### src/rtl/cc20p_seq_pkg.sv
// Shared types and constants for the ChaCha20-Poly1305 message sequencer.
package cc20p_seq_pkg;

    localparam int BLK_W  = 128;
    localparam int KS_W   = 512;
    localparam int SLICES = 4;
    localparam int KEEP_W = BLK_W / 8;

    typedef enum logic [2:0] {
        S_IDLE,
        S_CFG,
        S_AAD,
        S_KSREQ,
        S_KSWAIT,
        S_PLD,
        S_LEN,
        S_TAG
    } state_t;

    // Byte-enable mask for a final block holding rem bytes (0 means a full block).
    function automatic logic [KEEP_W-1:0] keep_from_rem(input logic [3:0] rem);
        logic [KEEP_W-1:0] k;
        if (rem == 4'd0) k = {KEEP_W{1'b1}};
        else             k = (16'd1 << rem) - 16'd1;
        return k;
    endfunction

endpackage

### src/rtl/cc20p_seq_buf.sv
// One-entry beat buffer that fans out to SINKS consumers; it frees only once
// every consumer has taken the beat, in any order.
module cc20p_seq_buf
    import cc20p_seq_pkg::*;
#(
    parameter int SINKS = 2
) (
    input  logic              clk,
    input  logic              rst_n,
    input  logic              load,
    input  logic [BLK_W-1:0]  load_data,
    input  logic [KEEP_W-1:0] load_keep,
    input  logic [SINKS-1:0]  ready,
    output logic [SINKS-1:0]  valid,
    output logic              full,
    output logic              free,
    output logic [BLK_W-1:0]  data,
    output logic [KEEP_W-1:0] keep
);

    logic              full_reg;
    logic [SINKS-1:0]  acc_reg;
    logic [SINKS-1:0]  fin;
    logic [BLK_W-1:0]  data_reg;
    logic [KEEP_W-1:0] keep_reg;

    for (genvar gi = 0; gi < SINKS; gi++) begin : g_sink
        assign valid[gi] = full_reg && !acc_reg[gi];
        assign fin[gi]   = acc_reg[gi] || (valid[gi] && ready[gi]);
    end

    assign free = full_reg && (&fin);
    assign full = full_reg;
    assign data = data_reg;
    assign keep = keep_reg;

    always_ff @(posedge clk or negedge rst_n) begin
        if (!rst_n) begin
            full_reg <= 1'b0;
            acc_reg  <= '0;
            data_reg <= '0;
            keep_reg <= '0;
        end else if (free) begin
            full_reg <= 1'b0;
            acc_reg  <= '0;
        end else if (full_reg) begin
            acc_reg  <= fin;
        end else if (load) begin
            full_reg <= 1'b1;
            data_reg <= load_data;
            keep_reg <= load_keep;
        end
    end

endmodule

### src/rtl/chacha20_poly1305_seq.sv
// Sequencer driving chacha20_poly1305_core: configures it, streams AAD and
// payload, XORs keystream into the payload, sends lengths and forms the tag.
module chacha20_poly1305_seq
    import cc20p_seq_pkg::*;
#(
    parameter int LEN_W = 32
) (
    input  logic              clk,
    input  logic              rst_n,
    input  logic              start,
    input  logic              decrypt,
    input  logic [LEN_W-1:0]  aad_len,
    input  logic [LEN_W-1:0]  pld_len,
    output logic              busy,
    output logic              done,
    input  logic              in_valid,
    output logic              in_ready,
    input  logic [BLK_W-1:0]  in_data,
    output logic              out_valid,
    input  logic              out_ready,
    output logic [BLK_W-1:0]  out_data,
    output logic [KEEP_W-1:0] out_keep,
    output logic [BLK_W-1:0]  tag,
    output logic              cfg_we,
    output logic              ks_req,
    input  logic              ks_valid,
    input  logic [KS_W-1:0]   ks_data,
    output logic              aad_valid,
    input  logic              aad_ready,
    output logic [BLK_W-1:0]  aad_data,
    output logic [KEEP_W-1:0] aad_keep,
    output logic              pld_valid,
    input  logic              pld_ready,
    output logic [BLK_W-1:0]  pld_data,
    output logic [KEEP_W-1:0] pld_keep,
    output logic              len_valid,
    input  logic              len_ready,
    output logic [BLK_W-1:0]  len_block,
    input  logic [BLK_W-1:0]  tag_pre_xor,
    input  logic              tag_pre_xor_valid,
    input  logic [BLK_W-1:0]  tagmask,
    input  logic              tagmask_valid
);

    function automatic logic [LEN_W-1:0] n_blocks(input logic [LEN_W-1:0] len);
        return (len >> 4) + LEN_W'(|len[3:0]);
    endfunction

    state_t            state_reg, state_next;
    logic              decrypt_reg;
    logic [LEN_W-1:0]  aad_len_reg, pld_len_reg;
    logic [LEN_W-1:0]  aad_left_reg, pld_left_reg;
    logic [1:0]        slice_reg;
    logic [KS_W-1:0]   ks_reg;
    logic              busy_reg, done_reg;
    logic [BLK_W-1:0]  tag_reg, tpx_reg, tm_reg;
    logic              tpx_seen_reg, tm_seen_reg;

    logic              aad_full, aad_load, aad_free, aad_last;
    logic              pld_full, pld_load, pld_free, pld_last;
    logic [KEEP_W-1:0] aad_load_keep, pld_load_keep, pld_keep_buf;
    logic [BLK_W-1:0]  pld_raw, text_out, tpx_sel, tm_sel;
    logic [1:0]        pld_vld;
    logic              tag_go;

    assign aad_last      = (aad_left_reg == LEN_W'(1));
    assign pld_last      = (pld_left_reg == LEN_W'(1));
    assign aad_load_keep = aad_last ? keep_from_rem(aad_len_reg[3:0]) : {KEEP_W{1'b1}};
    assign pld_load_keep = pld_last ? keep_from_rem(pld_len_reg[3:0]) : {KEEP_W{1'b1}};
    assign aad_load      = in_valid && in_ready && (state_reg == S_AAD);
    assign pld_load      = in_valid && in_ready && (state_reg == S_PLD);

    cc20p_seq_buf #(.SINKS(1)) u_aad_buf (
        .clk       (clk),
        .rst_n     (rst_n),
        .load      (aad_load),
        .load_data (in_data),
        .load_keep (aad_load_keep),
        .ready     (aad_ready),
        .valid     (aad_valid),
        .full      (aad_full),
        .free      (aad_free),
        .data      (aad_data),
        .keep      (aad_keep)
    );

    // Sink 1 is the host output stream, sink 0 the core payload port.
    cc20p_seq_buf #(.SINKS(2)) u_pld_buf (
        .clk       (clk),
        .rst_n     (rst_n),
        .load      (pld_load),
        .load_data (in_data),
        .load_keep (pld_load_keep),
        .ready     ({out_ready, pld_ready}),
        .valid     (pld_vld),
        .full      (pld_full),
        .free      (pld_free),
        .data      (pld_raw),
        .keep      (pld_keep_buf)
    );

    assign text_out  = pld_raw ^ ks_reg[BLK_W*slice_reg +: BLK_W];
    assign out_valid = pld_vld[1];
    assign pld_valid = pld_vld[0];
    assign out_data  = text_out;
    assign pld_data  = decrypt_reg ? pld_raw : text_out;
    assign out_keep  = pld_keep_buf;
    assign pld_keep  = pld_keep_buf;
    assign len_block = (state_reg == S_LEN) ? {64'(pld_len_reg), 64'(aad_len_reg)} : '0;

    assign tpx_sel = tpx_seen_reg ? tpx_reg : tag_pre_xor;
    assign tm_sel  = tm_seen_reg ? tm_reg : tagmask;
    assign tag_go  = (tpx_seen_reg || tag_pre_xor_valid) && (tm_seen_reg || tagmask_valid);

    assign busy = busy_reg;
    assign done = done_reg;
    assign tag  = tag_reg;

    always_ff @(posedge clk or negedge rst_n) begin
        if (!rst_n) state_reg <= S_IDLE;
        else        state_reg <= state_next;
    end

    always_comb begin
        state_next = state_reg;
        cfg_we     = 1'b0;
        ks_req     = 1'b0;
        in_ready   = 1'b0;
        len_valid  = 1'b0;
        case (state_reg)
            S_IDLE:   if (start) state_next = S_CFG;
            S_CFG: begin
                cfg_we = 1'b1;
                if (aad_left_reg != '0)      state_next = S_AAD;
                else if (pld_left_reg != '0) state_next = S_KSREQ;
                else                         state_next = S_LEN;
            end
            S_AAD: begin
                in_ready = !aad_full;
                if (aad_free && aad_last)
                    state_next = (pld_left_reg != '0) ? S_KSREQ : S_LEN;
            end
            S_KSREQ: begin
                ks_req     = 1'b1;
                state_next = S_KSWAIT;
            end
            S_KSWAIT: if (ks_valid) state_next = S_PLD;
            S_PLD: begin
                in_ready = !pld_full;
                if (pld_free) begin
                    if (pld_last)                           state_next = S_LEN;
                    else if (slice_reg == 2'(SLICES - 1))   state_next = S_KSREQ;
                end
            end
            S_LEN: begin
                len_valid = 1'b1;
                if (len_ready) state_next = S_TAG;
            end
            S_TAG:    if (tag_go) state_next = S_IDLE;
            default:  state_next = S_IDLE;
        endcase
    end

    always_ff @(posedge clk or negedge rst_n) begin
        if (!rst_n) begin
            decrypt_reg  <= 1'b0;
            aad_len_reg  <= '0;
            pld_len_reg  <= '0;
            aad_left_reg <= '0;
            pld_left_reg <= '0;
            slice_reg    <= '0;
            ks_reg       <= '0;
            busy_reg     <= 1'b0;
            done_reg     <= 1'b0;
            tag_reg      <= '0;
            tpx_reg      <= '0;
            tm_reg       <= '0;
            tpx_seen_reg <= 1'b0;
            tm_seen_reg  <= 1'b0;
        end else begin
            done_reg <= 1'b0;
            case (state_reg)
                S_IDLE: if (start) begin
                    decrypt_reg  <= decrypt;
                    aad_len_reg  <= aad_len;
                    pld_len_reg  <= pld_len;
                    aad_left_reg <= n_blocks(aad_len);
                    pld_left_reg <= n_blocks(pld_len);
                    busy_reg     <= 1'b1;
                    tpx_seen_reg <= 1'b0;
                    tm_seen_reg  <= 1'b0;
                end
                S_AAD: if (aad_free) aad_left_reg <= aad_left_reg - LEN_W'(1);
                S_KSWAIT: if (ks_valid) begin
                    ks_reg    <= ks_data;
                    slice_reg <= 2'd0;
                end
                S_PLD: if (pld_free) begin
                    pld_left_reg <= pld_left_reg - LEN_W'(1);
                    slice_reg    <= slice_reg + 2'd1;
                end
                S_TAG: begin
                    // The two tag halves may arrive in different cycles; hold each.
                    if (tag_pre_xor_valid && !tpx_seen_reg) begin
                        tpx_reg      <= tag_pre_xor;
                        tpx_seen_reg <= 1'b1;
                    end
                    if (tagmask_valid && !tm_seen_reg) begin
                        tm_reg      <= tagmask;
                        tm_seen_reg <= 1'b1;
                    end
                    if (tag_go) begin
                        tag_reg  <= tpx_sel ^ tm_sel;
                        done_reg <= 1'b1;
                        busy_reg <= 1'b0;
                    end
                end
                default: ;
            endcase
        end
    end

endmodule

### config.mk
export PLATFORM = sky130hd
export DESIGN_NAME = chacha20_poly1305_seq
export DESIGN_NICKNAME = d
export VERILOG_FILES = /design/src/rtl/cc20p_seq_pkg.sv /design/src/rtl/cc20p_seq_buf.sv /design/src/rtl/chacha20_poly1305_seq.sv
export SDC_FILE = /design/constraint.sdc
export NUM_CORES = 2
export LEC_CHECK = 0
export BUFFER_PORTS_ARGS = -buffer_cell sky130_fd_sc_hd__buf_2
export CORE_AREA = 10 10 641 643
export CTS_BUF_LIST = sky130_fd_sc_hd__clkbuf_8
export CTS_CLUSTER_DIAMETER = 150
export CTS_CLUSTER_SIZE = 40
export DETAILED_ROUTE_END_ITERATION = 10
export DIE_AREA = 0 0 651 653
export PLACE_DENSITY = 0.39
export SYNTH_ARGS = -nofsm -noshare
export SYNTH_HDL_FRONTEND = slang
export SYNTH_SLANG_ARGS = --single-unit
export TNS_END_PERCENT = 30
### constraint.sdc
create_clock -name clk -period 3.2 [get_ports clk]
set_input_delay 0.16 -clock clk [delete_from_list [all_inputs] [get_ports clk]]
set_output_delay 0.16 -clock clk [all_outputs]
set_load 0.02 [all_outputs]
==> impl_metrics.py <==
metrics = {
    "run_status": {
        "outcome": "finished, final reports clean",
    },
    "critical_path": {
        "worst_ep_arrival_time_ns": 3.03,
        "rrSetupSlack_ns": 0.17,
        "r2r_cells": 6,
        "regToRegEndpoint": "tm_reg[104]$_DFFE_PN0P_",
        "cpMaxStageDelayCell": "mux4_2",
        "crit_path_start_kind": "flip-flop",
        "worst_path_most_repeated_cell": "buf_12",
        "endpoint_kind": "output pin",
        "r2r_start": "state_reg[1]$_DFFE_PN0P_",
        "critPathMaxStageDelay_ns": 0.65,
        "cp.required_ns": 3.04,
        "path_class": "flip-flop to output pin",
        "path_max_fanout": 6,
        "path_cells": "buf_12, buf_12, buf_12, mux4_2, nand2b_1, xnor2_1, buf_4",
        "cp_top_family": "multiplexers",
        "cp_num_buf_inv": 4,
    },
    "synthesis": {
        "synth-edff-count": 0,
        "yosysWarnings": 0,
        "synth.area.top_cells": "dfrtp_1, nand2_1, mux2_2",
        "avgSynthCellArea_um2": 9.73,
        "synthesis.instances": 6477,
        "netlist_area_um2": 63000,
        "synth_top_area_share_pct": 52.7,
        "yosysSeqAreaShare_pct": 52.7,
        "ys_async_sr_fraction_pct": 100,
        "yosysTopAreaCell": "dfrtp_1",
        "synthFlopType": "dfrtp_1",
        "synth-seq-cells": 1327,
        "synth_cell_types": 72,
    },
    "routing": {
        "wire_per_inst_um": 23.6,
        "vias": 60600,
        "drt_iter0_drc": 4571,
        "detail-route-antenna-nets": 0,
        "vias_per_cell": 3.91,
        "drc": 0,
        "drt-pass1-iter-count": 5,
        "routed_wirelength_mm": 366,
    },
    "flow_run": {
        "max_cap_violations": 0,
    },
    "clocking": {
        "cts-root-buf": "clkbuf_8",
        "clkTransAtPathRegs_ns": 0.15,
        "clock_path_buffers": 3,
        "clk_latency_ns": 0.99,
        "cts_tree": "yes",
        "cts_buffers": 47,
        "htree_levels": 2,
        "clock-sinks": 1327,
    },
    "global_routing": {
        "antenna_found_initial": 109,
        "grt_max_degree": 91,
        "grt_use_met1_pct": 19.4,
        "grt_use_met2_pct": 30.6,
        "grt_pass1_vias": 64000,
        "grt_pass1_wl_mm": 508,
        "busiest_layer": "met2",
        "grt_usage_pct": 16.4,
        "overflow": 0,
        "grt_use_met3_pct": 2.83,
    },
    "timing": {
        "maxSlewHeadroom_pct": 38.5,
        "setup_viol": 0,
        "finalClockSkew_ns": 0.110,
        "setup_tns_ns": 0,
        "period_needed_ns": 3.19,
        "timing.final.crit_share_pct": 99.7,
        "fin_ws_ns": 0.00989,
        "final_hold_viol_count": 0,
        "fmax_mhz": 313,
        "worstMarginPinSlew_ns": 0.922,
        "maxSlewViolCount": 0,
        "rsz0062_at_grt": "true",
    },
    "placement": {
        "routabilityCongestion": 0.876,
        "placed_cell_area_um2": 78700,
        "detailed_place_hpwl_mm": 284,
        "port_buffers": 1604,
        "placed_cells": 13200,
        "place_worst_setup_slack_ns": 0.374,
    },
    "floorplanning": {
        "die_w_um": 651,
        "die-area_um2": 425000,
        "die_h_um": 653,
        "rows": 232,
        "io-pin-count": 1669,
        "core_area_um2": 398000,
        "start_util_pct": 15.8,
    },
    "final_layout": {
        "area_delta_synth_final_pct": 65.0,
        "final_nets": 11100,
        "layout.cells.non_filler": 15500,
        "finish.utilization_pct": 26.1,
        "final_area_um2": 104000,
        "drive_gt1_share_pct": 24.6,
        "largest_register_ffs": 512,
    },
    "min_path": {
        "holdPathStages": 4,
        "hold_start": "ks_data[370]",
        "min_path_type": "input port to flip-flop",
        "min_to": "ks_reg[370]$_DFFE_PN0P_",
    },
    "pwr": {
        "p_per_area_nw_per_um2": 864,
        "leakage_nw": 48.5,
        "ir_drop_mv": 0.508,
    },
}
## placed cells by master, fill, tap and decap left out, drive strengths merged, types with 53 or more instances in the layout
cell type    Yosys  routed
nor2           211     211
a21oi          189     189
and2            72      72
xnor2          292     292
diode            0      67
mux4           128     128
buf            121    1911
o21ai           65      65
dfrtp         1327    1327
clkbuf         341      53
dlygate4sd3      0    2109
nand2         2562    2562
conb             1      64
xor2           154     154
mux2           256     256
mux2i          259     259
nand2b         139     139
## cell families after synthesis
family,count (synthesis),synth area share [%]
buf+inv,476,3.32
mux,643,13.3
compound gates,377,3.50
fa+ha+maj,13,0.258
xor+xnor,446,6.20
simple gates,3194,20.7
other cells,1,0.00595
flops,1327,52.7
## metal layers
layer,up-vias,routed length (um)
li1,28200,-
met2,1649,192000
met1,30300,145000
met5,-,145
met3,382,17800
met4,26,11000
## worst min-delay path, delay by kind of cell
kind | cells | cell delay, ns
AND/OR/NAND/NOR | 2 | 0.09
buffers and inverters | 2 | 0.76
## area by class of cell
class,instances,area [um^2]
fillers,42800,294000
repair buffers,4023,33900
flip-flops and latches,1327,33200
multi-input cells,4737,28900
well taps,5265,6590
clock buffers,50,688
clock inverters,23,385
diodes,67,168
inverters,14,52.6
## power by group
part,internal (W),leakage (nW),total (W),switching [W]
sequential,0.0245,16.5,0.0315,0.00698
clock,0.00168,0.522,0.00807,0.00640
combinational,0.0221,31.4,0.0502,0.0282
## synthesized netlist by cell type (23+ instances only)
library cell  count
nand2_1        2562
dfrtp_1        1327
clkbuf_1        341
xnor2_1         292
mux2i_1         259
mux2_2          256
nor2_1          210
a21oi_1         189
xor2_1          154
nand2b_1        139
mux4_2          128
buf_4            80
and2_1           72
o21ai_0          65
nand3_1          42
buf_1            40
nor3_1           38
a31oi_1          23
## worst max-delay path by stage
stage	from	end	slack [ns]	cells past startpoint
after CTS	slice_reg[0]$_DFFE_PN0P_	pld_data[71]	-0.23	7
after global routing	slice_reg[0]$_DFFE_PN0P_	pld_data[76]	-0.17	8
after detailed placement	aad_left_reg[0]$_DFFE_PN0P_	aad_left_reg[31]$_DFFE_PN0P_	0.37	6
after global placement	aad_left_reg[0]$_DFFE_PN0P_	aad_left_reg[31]$_DFFE_PN0P_	0.38	6
after floorplan	aad_left_reg[0]$_DFFE_PN0P_	aad_left_reg[31]$_DFFE_PN0P_	0.65	7
final	slice_reg[0]$_DFFE_PN0P_	pld_data[73]	0.01	7
## timing repair
item                                   4_1_cts  5_1_grt
gates resized for setup                    336       76
endpoints found under the hold margin     2640        0
buffers inserted                            38       11
hold buffers                              2110        0
pin swaps                                    4       36
setup endpoints to repair                  321      190
gates cloned                                13        4
## through the flow
stage | hold WS (ns) | total power, W
final | 0.136 | 0.0898
after global routing | 0.0582 | 0.0952
after CTS | 0.000157 | 0.0899
after detailed placement | 0.233 | 0.0740
after global placement | 0.228 | 0.0739
after floorplan | -0.136 | 0.0543
Note: power is estimated with default switching activity, not from simulation.
